`config.mk`:
```
export PLATFORM = sky130hd
export DESIGN_NAME = multi_frq_cntr
export DESIGN_NICKNAME = d
export VERILOG_FILES = /design/src/rtl/frq_cntr_pkg.sv /design/src/rtl/frq_ch.sv /design/src/rtl/multi_frq_cntr.sv
export SDC_FILE = /design/constraint.sdc
export NUM_CORES = 1
export LEC_CHECK = 0
export BUFFER_PORTS_ARGS = -buffer_cell sky130_fd_sc_hd__buf_2
export CAP_MARGIN = 30
export CORE_ASPECT_RATIO = 1.4
export CORE_MARGIN = 4
export CORE_UTILIZATION = 60
export DETAILED_ROUTE_END_ITERATION = 16
export PLACE_DENSITY = 0.79
export SLEW_MARGIN = 20
export SYNTH_ARGS = -nofsm -noshare
export SYNTH_HDL_FRONTEND = slang
export SYNTH_SLANG_ARGS = --single-unit
```
`constraint.sdc`:
```
create_clock -name clk -period 3.6 [get_ports clk]
set_input_delay 0.36 -clock clk [delete_from_list [all_inputs] [get_ports clk]]
set_output_delay 0.36 -clock clk [all_outputs]
set_load 0.02 [all_outputs]
```
`src/rtl/frq_cntr_pkg.sv`:
```
// Shared types and defaults for the multi-channel frequency counter.
// Input sampling depth is selected by MULTI_FRQ_CNTR_SYNC_EN (see frq_ch).
package frq_cntr_pkg;

  localparam int DEF_N_CH   = 4;
  localparam int DEF_CNT_W  = 32;
  localparam int DEF_GATE_W = 32;

  typedef enum logic [1:0] {
    EDGE_RISE = 2'b00,
    EDGE_FALL = 2'b01,
    EDGE_BOTH = 2'b10,
    EDGE_RSVD = 2'b11
  } edge_mode_e;

  typedef enum logic {
    ST_IDLE  = 1'b0,
    ST_COUNT = 1'b1
  } state_e;

  // Reserved encoding falls through to rising-edge detection.
  function automatic logic edge_hit(input logic cur, input logic prv, input edge_mode_e mode);
    logic hit;
    case (mode)
      EDGE_FALL: hit = prv & ~cur;
      EDGE_BOTH: hit = cur ^ prv;
      default:   hit = cur & ~prv;
    endcase
    return hit;
  endfunction

endpackage

```
`src/rtl/frq_ch.sv`:
```
// One measurement channel: input sampling, edge detect, saturating counter, result latch.
// MULTI_FRQ_CNTR_SYNC_EN inserts a 2-flop synchroniser ahead of the sample register.
module frq_ch
  import frq_cntr_pkg::*;
#(
  parameter int CNT_W = DEF_CNT_W
) (
  input  logic             clk,
  input  logic             rst_n,
  input  logic             sig,
  input  logic             count_en,
  input  logic             window_end,
  input  edge_mode_e       mode,
  output logic [CNT_W-1:0] freq,
  output logic             ovf
);

  logic             samp_reg;
  logic             prev_reg;
  logic [CNT_W-1:0] cnt_reg;
  logic [CNT_W-1:0] cnt_next;
  logic [CNT_W-1:0] cnt_result;
  logic             ovf_win_reg;
  logic             ovf_win_next;
  logic [CNT_W-1:0] freq_reg;
  logic             ovf_reg;
  logic             hit;
  logic             at_max;

`ifdef MULTI_FRQ_CNTR_SYNC_EN
  logic [1:0] sync_reg;

  always_ff @(posedge clk or negedge rst_n) begin
    if (!rst_n) begin
      sync_reg <= '0;
      samp_reg <= 1'b0;
    end else begin
      sync_reg <= {sync_reg[0], sig};
      samp_reg <= sync_reg[1];
    end
  end
`else
  always_ff @(posedge clk or negedge rst_n) begin
    if (!rst_n) samp_reg <= 1'b0;
    else        samp_reg <= sig;
  end
`endif

  // Tracks the sample continuously so entering COUNT never sees a stale edge.
  always_ff @(posedge clk or negedge rst_n) begin
    if (!rst_n) prev_reg <= 1'b0;
    else        prev_reg <= samp_reg;
  end

  always_comb begin
    hit          = edge_hit(samp_reg, prev_reg, mode);
    at_max       = &cnt_reg;
    cnt_next     = (hit && !at_max) ? cnt_reg + CNT_W'(1) : cnt_reg;
    ovf_win_next = ovf_win_reg | (hit & at_max);
    cnt_result   = (mode == EDGE_BOTH) ? (cnt_next >> 1) : cnt_next;
  end

  always_ff @(posedge clk or negedge rst_n) begin
    if (!rst_n) begin
      cnt_reg     <= '0;
      ovf_win_reg <= 1'b0;
      freq_reg    <= '0;
      ovf_reg     <= 1'b0;
    end else if (!count_en) begin
      cnt_reg     <= '0;
      ovf_win_reg <= 1'b0;
    end else if (window_end) begin
      cnt_reg     <= '0;
      ovf_win_reg <= 1'b0;
      freq_reg    <= cnt_result;
      ovf_reg     <= ovf_win_next;
    end else begin
      cnt_reg     <= cnt_next;
      ovf_win_reg <= ovf_win_next;
    end
  end

  assign freq = freq_reg;
  assign ovf  = ovf_reg;

endmodule

```
`src/rtl/multi_frq_cntr.sv`:
```
// Multi-channel frequency counter: shared gate timer, run/stop FSM and result handshake.
// Build option MULTI_FRQ_CNTR_SYNC_EN adds input synchronisers in every channel.
module multi_frq_cntr
  import frq_cntr_pkg::*;
#(
  parameter int N_CH   = DEF_N_CH,
  parameter int CNT_W  = DEF_CNT_W,
  parameter int GATE_W = DEF_GATE_W
) (
  input  logic                  clk,
  input  logic                  rst_n,
  input  logic [N_CH-1:0]       sig_in,
  input  logic                  enable,
  input  logic [GATE_W-1:0]     gate_cycles,
  input  logic [1:0]            edge_mode,
  input  logic                  rd_ack,
  output logic [N_CH*CNT_W-1:0] freq,
  output logic [N_CH-1:0]       ovf,
  output logic                  valid,
  output logic                  overrun
);

  state_e            state_reg;
  state_e            state_next;
  logic [GATE_W-1:0] timer_reg;
  logic [GATE_W-1:0] gate_last_reg;
  edge_mode_e        mode_reg;
  logic              count_en;
  logic              window_end;
  logic              start_window;
  logic              valid_reg;
  logic              overrun_reg;

  always_comb begin
    state_next = state_reg;
    case (state_reg)
      ST_IDLE:  if (enable)  state_next = ST_COUNT;
      ST_COUNT: if (!enable) state_next = ST_IDLE;
      default:  state_next = ST_IDLE;
    endcase
  end

  always_ff @(posedge clk or negedge rst_n) begin
    if (!rst_n) state_reg <= ST_IDLE;
    else        state_reg <= state_next;
  end

  // Dropping enable inside COUNT suppresses both counting and the terminal cycle.
  assign count_en     = (state_reg == ST_COUNT) && enable;
  assign window_end   = count_en && (timer_reg == gate_last_reg);
  assign start_window = ((state_reg == ST_IDLE) && enable) || window_end;

  always_ff @(posedge clk or negedge rst_n) begin
    if (!rst_n)                      timer_reg <= '0;
    else if (!count_en || window_end) timer_reg <= '0;
    else                             timer_reg <= timer_reg + GATE_W'(1);
  end

  // Window length and edge mode are frozen at every window start; 0 means 1 cycle.
  always_ff @(posedge clk or negedge rst_n) begin
    if (!rst_n) begin
      gate_last_reg <= '0;
      mode_reg      <= EDGE_RISE;
    end else if (start_window) begin
      gate_last_reg <= (gate_cycles == '0) ? '0 : gate_cycles - GATE_W'(1);
      mode_reg      <= (edge_mode_e'(edge_mode) == EDGE_RSVD) ? EDGE_RISE : edge_mode_e'(edge_mode);
    end
  end

  // A fresh result beats a coincident acknowledge.
  always_ff @(posedge clk or negedge rst_n) begin
    if (!rst_n) begin
      valid_reg   <= 1'b0;
      overrun_reg <= 1'b0;
    end else if (window_end) begin
      valid_reg   <= 1'b1;
      overrun_reg <= (valid_reg | overrun_reg) & ~rd_ack;
    end else if (rd_ack) begin
      valid_reg   <= 1'b0;
      overrun_reg <= 1'b0;
    end
  end

  assign valid   = valid_reg;
  assign overrun = overrun_reg;

  generate
    for (genvar gi = 0; gi < N_CH; gi++) begin : g_ch
      frq_ch #(
        .CNT_W(CNT_W)
      ) u_ch (
        .clk       (clk),
        .rst_n     (rst_n),
        .sig       (sig_in[gi]),
        .count_en  (count_en),
        .window_end(window_end),
        .mode      (mode_reg),
        .freq      (freq[gi*CNT_W +: CNT_W]),
        .ovf       (ovf[gi])
      );
    end
  endgenerate

endmodule
```
==> flow_metrics.py, run 1 <==
metrics = {
    "power_and_ir_drop": {
        "pwr-share-clk_pct": 44.3,
        "p_seq_share_pct": 45.9,
        "power.leakage_uw": 0.00857,
        "ir_worst_vdd_v": 0.000363,
        "swShare_pct": 25.0,
        "power.switching_uw": 2160,
        "power_frac_comb_pct": 9.7,
        "p_int_uw": 6470,
        "p_per_area_nw_per_um2": 417,
    },
    "global_routing": {
        "grt_use_total_pct": 29.0,
        "grt_pass1_wl_um": 78900,
        "grt_pass1_vias": 15500,
        "overflow": 0,
        "grt_max_degree": 107,
        "antenna_found_initial": 2,
    },
    "routing": {
        "via_per_inst": 6.34,
        "drc": 0,
        "dr.pass1.iters": 5,
        "route.met3.wl_um": 2520,
        "maxUsedRoutingLayer": "met5",
        "wl_met1_um": 19200,
        "wl_um": 48400,
        "met2_wirelength_um": 24800,
        "post_drt_wl_per_cell_um": 19.6,
        "vias": 15700,
        "ant_nets": 0,
        "first_iter_violations": 918,
    },
    "placement": {
        "place_inst": 2400,
        "place.detailed.hpwl_um": 33500,
        "place.gp.congestion": 0.956,
        "postPlaceCellArea_um2": 19400,
        "portBuffers": 175,
        "pre_cts_ws_ns": 0.572,
    },
    "layout": {
        "instances_no_fill": 2468,
        "drive_above_1_share_pct": 15.3,
        "syn_to_final_growth_pct": 13.9,
        "fin_area_um2": 20700,
        "n_fill_cell": 2357,
        "antenna_cells": 0,
        "nNetsFinal": 2116,
    },
    "clocking": {
        "cts_tree": "built",
        "h-tree-depth": 2,
        "clk_pin_slew_ns": 0.06,
        "cts_buffer_depth": 3,
        "cts_resized": 0,
        "cts_made_buffers": 35,
        "cts_sinks": 341,
        "clock-root-buffer": "clkbuf_16",
        "clkLatencyLatePin_ns": 0.53,
    },
    "yosys": {
        "ys_seq_elements": 341,
        "synthCells": 1922,
        "synth.largest_area_cell": "dfrtp_1",
        "synth_top_area_share_pct": 47.0,
        "ys_seq_area_share_pct": 47.0,
        "yosys_warnings": 0,
        "synth_cell_types": 83,
        "synth_flop_cell": "dfrtp_1",
        "async_flop_share_pct": 100,
        "synth-edff-count": 0,
        "syn_nets": 1980,
        "syn_area_um2": 18100,
        "synth_area_per_cell_um2": 9.44,
        "synthTopCellsByArea": "dfrtp_1, xnor2_1, nor2_1",
    },
    "min_path": {
        "holdPathEnd": "state_reg",
        "hold_class": "input port to flop",
        "holdCritStartpoint": "enable",
        "min_path_cells": 1,
    },
    "sta": {
        "timing.setup.tns_ns": 0,
        "maxSlewHeadroom_pct": 43.4,
        "finalSetupViolCount": 0,
        "fmax_mhz": 323,
        "finalCritPeriodShare_pct": 86.0,
        "hold_viol_final": 0,
        "worst_pin_slew_ns": 0.841,
        "min_period_ns": 3.10,
        "slew_viol_final": 0,
        "rsz0062_at_grt": "no",
        "fin_ws_ns": 0.504,
        "finalClockSkew_ns": 0.0230,
        "hold_ws_ns": 0.0322,
    },
    "floorplan": {
        "coreArea_um2": 29900,
        "die_x_um": 155,
        "ioPinCount": 176,
        "placement_rows": 75,
        "start_util_pct": 60.6,
        "fp.dieH_um": 214,
        "design.die.area_um2": 33100,
    },
    "worst_setup_path": {
        "reg2reg_to": "g_ch[2].u_ch.freq[22]",
        "required_ns": 3.98,
        "path_class": "flop to flop",
        "end_kind": "flop",
        "crit_fanout": 23,
        "r2r_start": "mode_reg[0]",
        "reg2reg_depth": 9,
        "arrival_ns": 3.48,
        "rrSetupSlack_ns": 0.50,
        "start_kind": "flop",
    },
    "status": {
        "status": "complete, no violations",
    },
    "job": {
        "max_cap_viol_count": 0,
    },
}
[cell usage after synthesis (32+ instances only)]
library cell,number
o221ai_1,54
nor2_1,219
nand2_1,192
clkbuf_1,94
nand4_1,74
xor2_1,52
and3_1,32
nand3_1,60
a21oi_1,45
nor4_1,37
o21ai_0,48
xnor2_1,109
nor3_1,100
dfrtp_1,341
[power groups by stage]
stage	Clock (uW)	Combinational, uW	Sequential (uW)
after floorplan	0	521	4020
after global placement	0	812	4030
after detailed placement	0	831	4030
after CTS	3880	839	3960
after global routing	4030	921	3970
final	3830	841	3960
[cells by family (layout without fill, tap and decap cells)]
kind of cell / after synthesis / count (layout) / synth area share (%)
AOI/OAI and AO/OA: 376 / 376 / 15.6
DFF: 341 / 341 / 47.0
and+or+nand+nor: 856 / 856 / 23.6
buffers and inverters: 144 / 305 / 3.23
adders and majority gates: 16 / 16 / 1.10
muxes: 28 / 28 / 1.68
xor gates and xnor gates: 161 / 161 / 7.77
[routing by layer]
| metal | global-route usage [%] | up-vias |
|---|---|---|
| met2 | 51.5 | 497 |
| met4 | 11.3 | 4 |
| met5 | 0 | - |
| met1 | 35.9 | 7703 |
| met3 | 4.02 | 125 |
| li1 | - | 7330 |
[critical path, cell delays in order (launching register included)]
cell	delay [ns]
dfrtp_1	0.38
inv_1	0.12
ha_4	0.17
buf_4	0.28
nor2b_1	0.21
o31a_1	0.58
nand3_1	0.45
nor3b_1	0.36
xnor2_1	0.21
o221ai_1	0.17
[worst max path at each step]
stage                      startpoint               endpoint  slack [ns]  cells past startpoint
after floorplan           mode_reg[0]   g_ch[1].u_ch.freq[5]        1.07                     10
after global placement    mode_reg[0]  g_ch[2].u_ch.freq[22]        0.68                      9
after detailed placement  mode_reg[0]  g_ch[2].u_ch.freq[24]        0.57                      9
after CTS                 mode_reg[0]  g_ch[2].u_ch.freq[22]        0.54                      9
after global routing      mode_reg[0]  g_ch[2].u_ch.freq[22]        0.21                      9
final                     mode_reg[0]  g_ch[2].u_ch.freq[22]        0.50                      9
[area by class of cell]
class | count | area, um2 | share of cell area, %
Tap cell | 385 | 482 | 2.33
Sequential cell | 341 | 8530 | 41.3
Timing Repair Buffer | 215 | 1280 | 6.17
Inverter | 28 | 105 | 0.508
Multi-Input combinational cell | 1437 | 9070 | 43.9
Clock buffer | 49 | 1020 | 4.94
Clock inverter | 13 | 188 | 0.908
[placed cells by master (no fill, tap or decap), types with 37 or more instances in the layout]
cell type    n
dfrtp_1    341
nand4_1     74
nor4_1      37
o21ai_0     48
buf_2      174
nand3_1     59
xnor2_1    109
nand2_1    192
clkbuf_16   37
nor2_1     219
xor2_1      52
o221ai_1    54
nor3_1     100
a21oi_1     45
[metrics by stage]
| step | power, uW | util [%] |
|---|---|---|
| after floorplan | 4540 | - |
| after global routing | 8920 | 69.1 |
| after detailed placement | 4860 | 64.8 |
| after global placement | 4840 | 64.8 |
| final | 8630 | 69.1 |
| after CTS | 8680 | 69.1 |
[timing repair]
action | 4_1_cts | 5_1_grt
setup buffers | 0 | 0
endpoints found under the hold margin | 92 | 0
hold buffers | 6 | 0
No activity file was read; power rests on OpenSTA's default activity.
==> run 2, diff against run 1 <==
--- a/config.mk
+++ b/config.mk
@@ -11,7 +11,7 @@
 export CORE_MARGIN = 4
 export CORE_UTILIZATION = 60
 export DETAILED_ROUTE_END_ITERATION = 16
-export PLACE_DENSITY = 0.79
+export PLACE_DENSITY = 0.83
 export SLEW_MARGIN = 20
 export SYNTH_ARGS = -nofsm -noshare
 export SYNTH_HDL_FRONTEND = slang
==> run 2 against run 1 <==
Effect of this change:
- register-to-register slack improved by 0.04 ns
- sequential power hardly changed
- first-iteration DRC count rose by 3.1%
- flip-flop and latch count did not move
==> flow_metrics.py, run 2 (synthesis gave the netlist of run 1 again) <==
metrics = {
    "status": {
        "status": "complete, no violations",
    },
    "layout": {
        "final_cell_mix": "dfrtp_1, nor2_1, nand2_1, buf_2, xnor2_1",
        "syn_to_final_growth_pct": 13.4,
        "instances_no_fill": 2462,
        "antenna_cells": 0,
        "drive_above_1_share_pct": 15.2,
        "nNetsFinal": 2112,
        "final_common_cell": "dfrtp_1",
        "fin_area_um2": 20600,
        "n_fill_cell": 2351,
        "fin_util_pct": 68.8,
    },
    "sta": {
        "finalClockSkew_ns": 0.0169,
        "fin_ws_ns": 0.542,
        "maxSlewHeadroom_pct": 43.9,
        "fmax_mhz": 327,
        "rsz0062_at_grt": "no",
        "worst_pin_slew_ns": 0.834,
        "finalCritPeriodShare_pct": 84.9,
        "hold_viol_final": 0,
        "finalSetupViolCount": 0,
        "slew_viol_final": 0,
        "min_period_ns": 3.06,
        "timing.setup.tns_ns": 0,
    },
    "worst_setup_path": {
        "arrival_ns": 3.42,
        "r2r_start": "mode_reg[0]",
        "crit_family": "simple AND/OR/NAND/NOR gates",
        "path_class": "flop to flop",
        "crit_fanout": 28,
        "required_ns": 3.96,
        "reg2reg_to": "g_ch[2].u_ch.freq[24]",
        "crit_slowest_cell": "o31a_1",
        "reg2reg_depth": 8,
        "rrSetupSlack_ns": 0.54,
        "startpoint": "mode_reg[0]",
        "path_depth": 8,
        "path_buf_inv": 1,
        "max_stage_delay_ns": 0.61,
        "end_kind": "flop",
        "start_kind": "flop",
        "cp_cell_sequence": "inv_1, ha_4, nor2b_1, o31a_1, nand3_1, nor3_1, xnor2_1, o221ai_1",
    },
    "routing": {
        "vias": 15700,
        "first_iter_violations": 946,
        "dr.pass1.iters": 7,
        "wl_um": 48100,
        "post_drt_wl_per_cell_um": 19.5,
        "met2_wirelength_um": 24800,
        "maxUsedRoutingLayer": "met4",
        "drc": 0,
        "wl_met1_um": 18600,
        "route.met3.wl_um": 2770,
        "via_per_inst": 6.36,
        "ant_nets": 0,
    },
    "min_path": {
        "min_path_cells": 1,
        "holdPathEnd": "state_reg",
        "holdCritStartpoint": "enable",
        "hold_class": "input port to flop",
    },
    "power_and_ir_drop": {
        "power.leakage_uw": 0.00852,
        "ir_worst_vdd_v": 0.000579,
        "p_per_area_nw_per_um2": 412,
    },
    "global_routing": {
        "grt_pass1_vias": 15500,
        "grt_use_total_pct": 28.8,
        "overflow": 0,
        "antenna_found_initial": 0,
        "grt_pass1_wl_um": 78900,
        "grt_max_degree": 170,
    },
    "clocking": {
        "cts_tree": "built",
        "clk_pin_slew_ns": 0.06,
        "cts_sinks": 341,
        "cts_buffer_depth": 3,
        "cts_made_buffers": 34,
        "clkLatencyLatePin_ns": 0.53,
        "h-tree-depth": 2,
        "clock-root-buffer": "clkbuf_16",
    },
    "floorplan": {
        "placement_rows": 75,
        "ioPinCount": 176,
        "die_x_um": 155,
        "start_util_pct": 60.6,
        "design.die.area_um2": 33100,
        "coreArea_um2": 29900,
        "fp.dieH_um": 214,
    },
    "placement": {
        "place.detailed.hpwl_um": 33100,
        "pre_cts_ws_ns": 0.622,
        "postPlaceCellArea_um2": 19400,
        "place.gp.congestion": 0.934,
        "portBuffers": 175,
        "place_inst": 2397,
    },
    "job": {
        "max_cap_viol_count": 0,
    },
}
[run 2: changes by cell type in the layout (fill, tap and decap cells not counted), sizes merged]
cell and delta:
clkbuf -5, clkinvlp +2, bufinv -1, inv +1, buf -3
[run 2: report_power, final]
part	total [uW]	internal [uW]	switching, uW
Clock	3670	2140	1530
Sequential	3960	3900	60.4
Combinational	847	287	560
[run 2: cell type report]
cell class | count | area, um2 | area share (%)
repair buffers | 212 | 1250 | 6.07
flip-flops and latches | 341 | 8530 | 41.5
clock buffers | 44 | 972 | 4.72
inverters | 28 | 105 | 0.511
clock inverters | 15 | 174 | 0.845
well taps | 385 | 482 | 2.34
multi-input cells | 1437 | 9070 | 44.1
[run 2: how the worst max path moves through the flow]
stage	endpoint	slack [ns]
floorplan	g_ch[1].u_ch.freq[5]	1.07
detailed placement	g_ch[2].u_ch.freq[22]	0.62
finish	g_ch[2].u_ch.freq[24]	0.54
global route	g_ch[2].u_ch.freq[22]	0.28
global placement	g_ch[1].u_ch.freq[6]	0.52
CTS	g_ch[2].u_ch.freq[24]	0.60
[run 2: what timing repair did]
action,CTS,global route
gates resized for setup,0,0
hold endpoints to repair,93,0
hold buffers,6,0
buffers inserted,0,0
[run 2: layer usage]
metal	global-route usage, %	vias up
met5	0	-
met4	12.0	0
met3	3.94	124
met2	51.2	575
met1	35.4	7655
li1	-	7301
[run 2: through the flow]
stage / hold slack [ns] / power, uW
6_report: 0.0329 / 8480
5_1_grt: 0.0183 / 8760
4_1_cts: 0.00989 / 8530
3_5_place_dp: 0.400 / 4870
3_3_place_gp: 0.385 / 4840
2_1_floorplan: 0.0644 / 4540
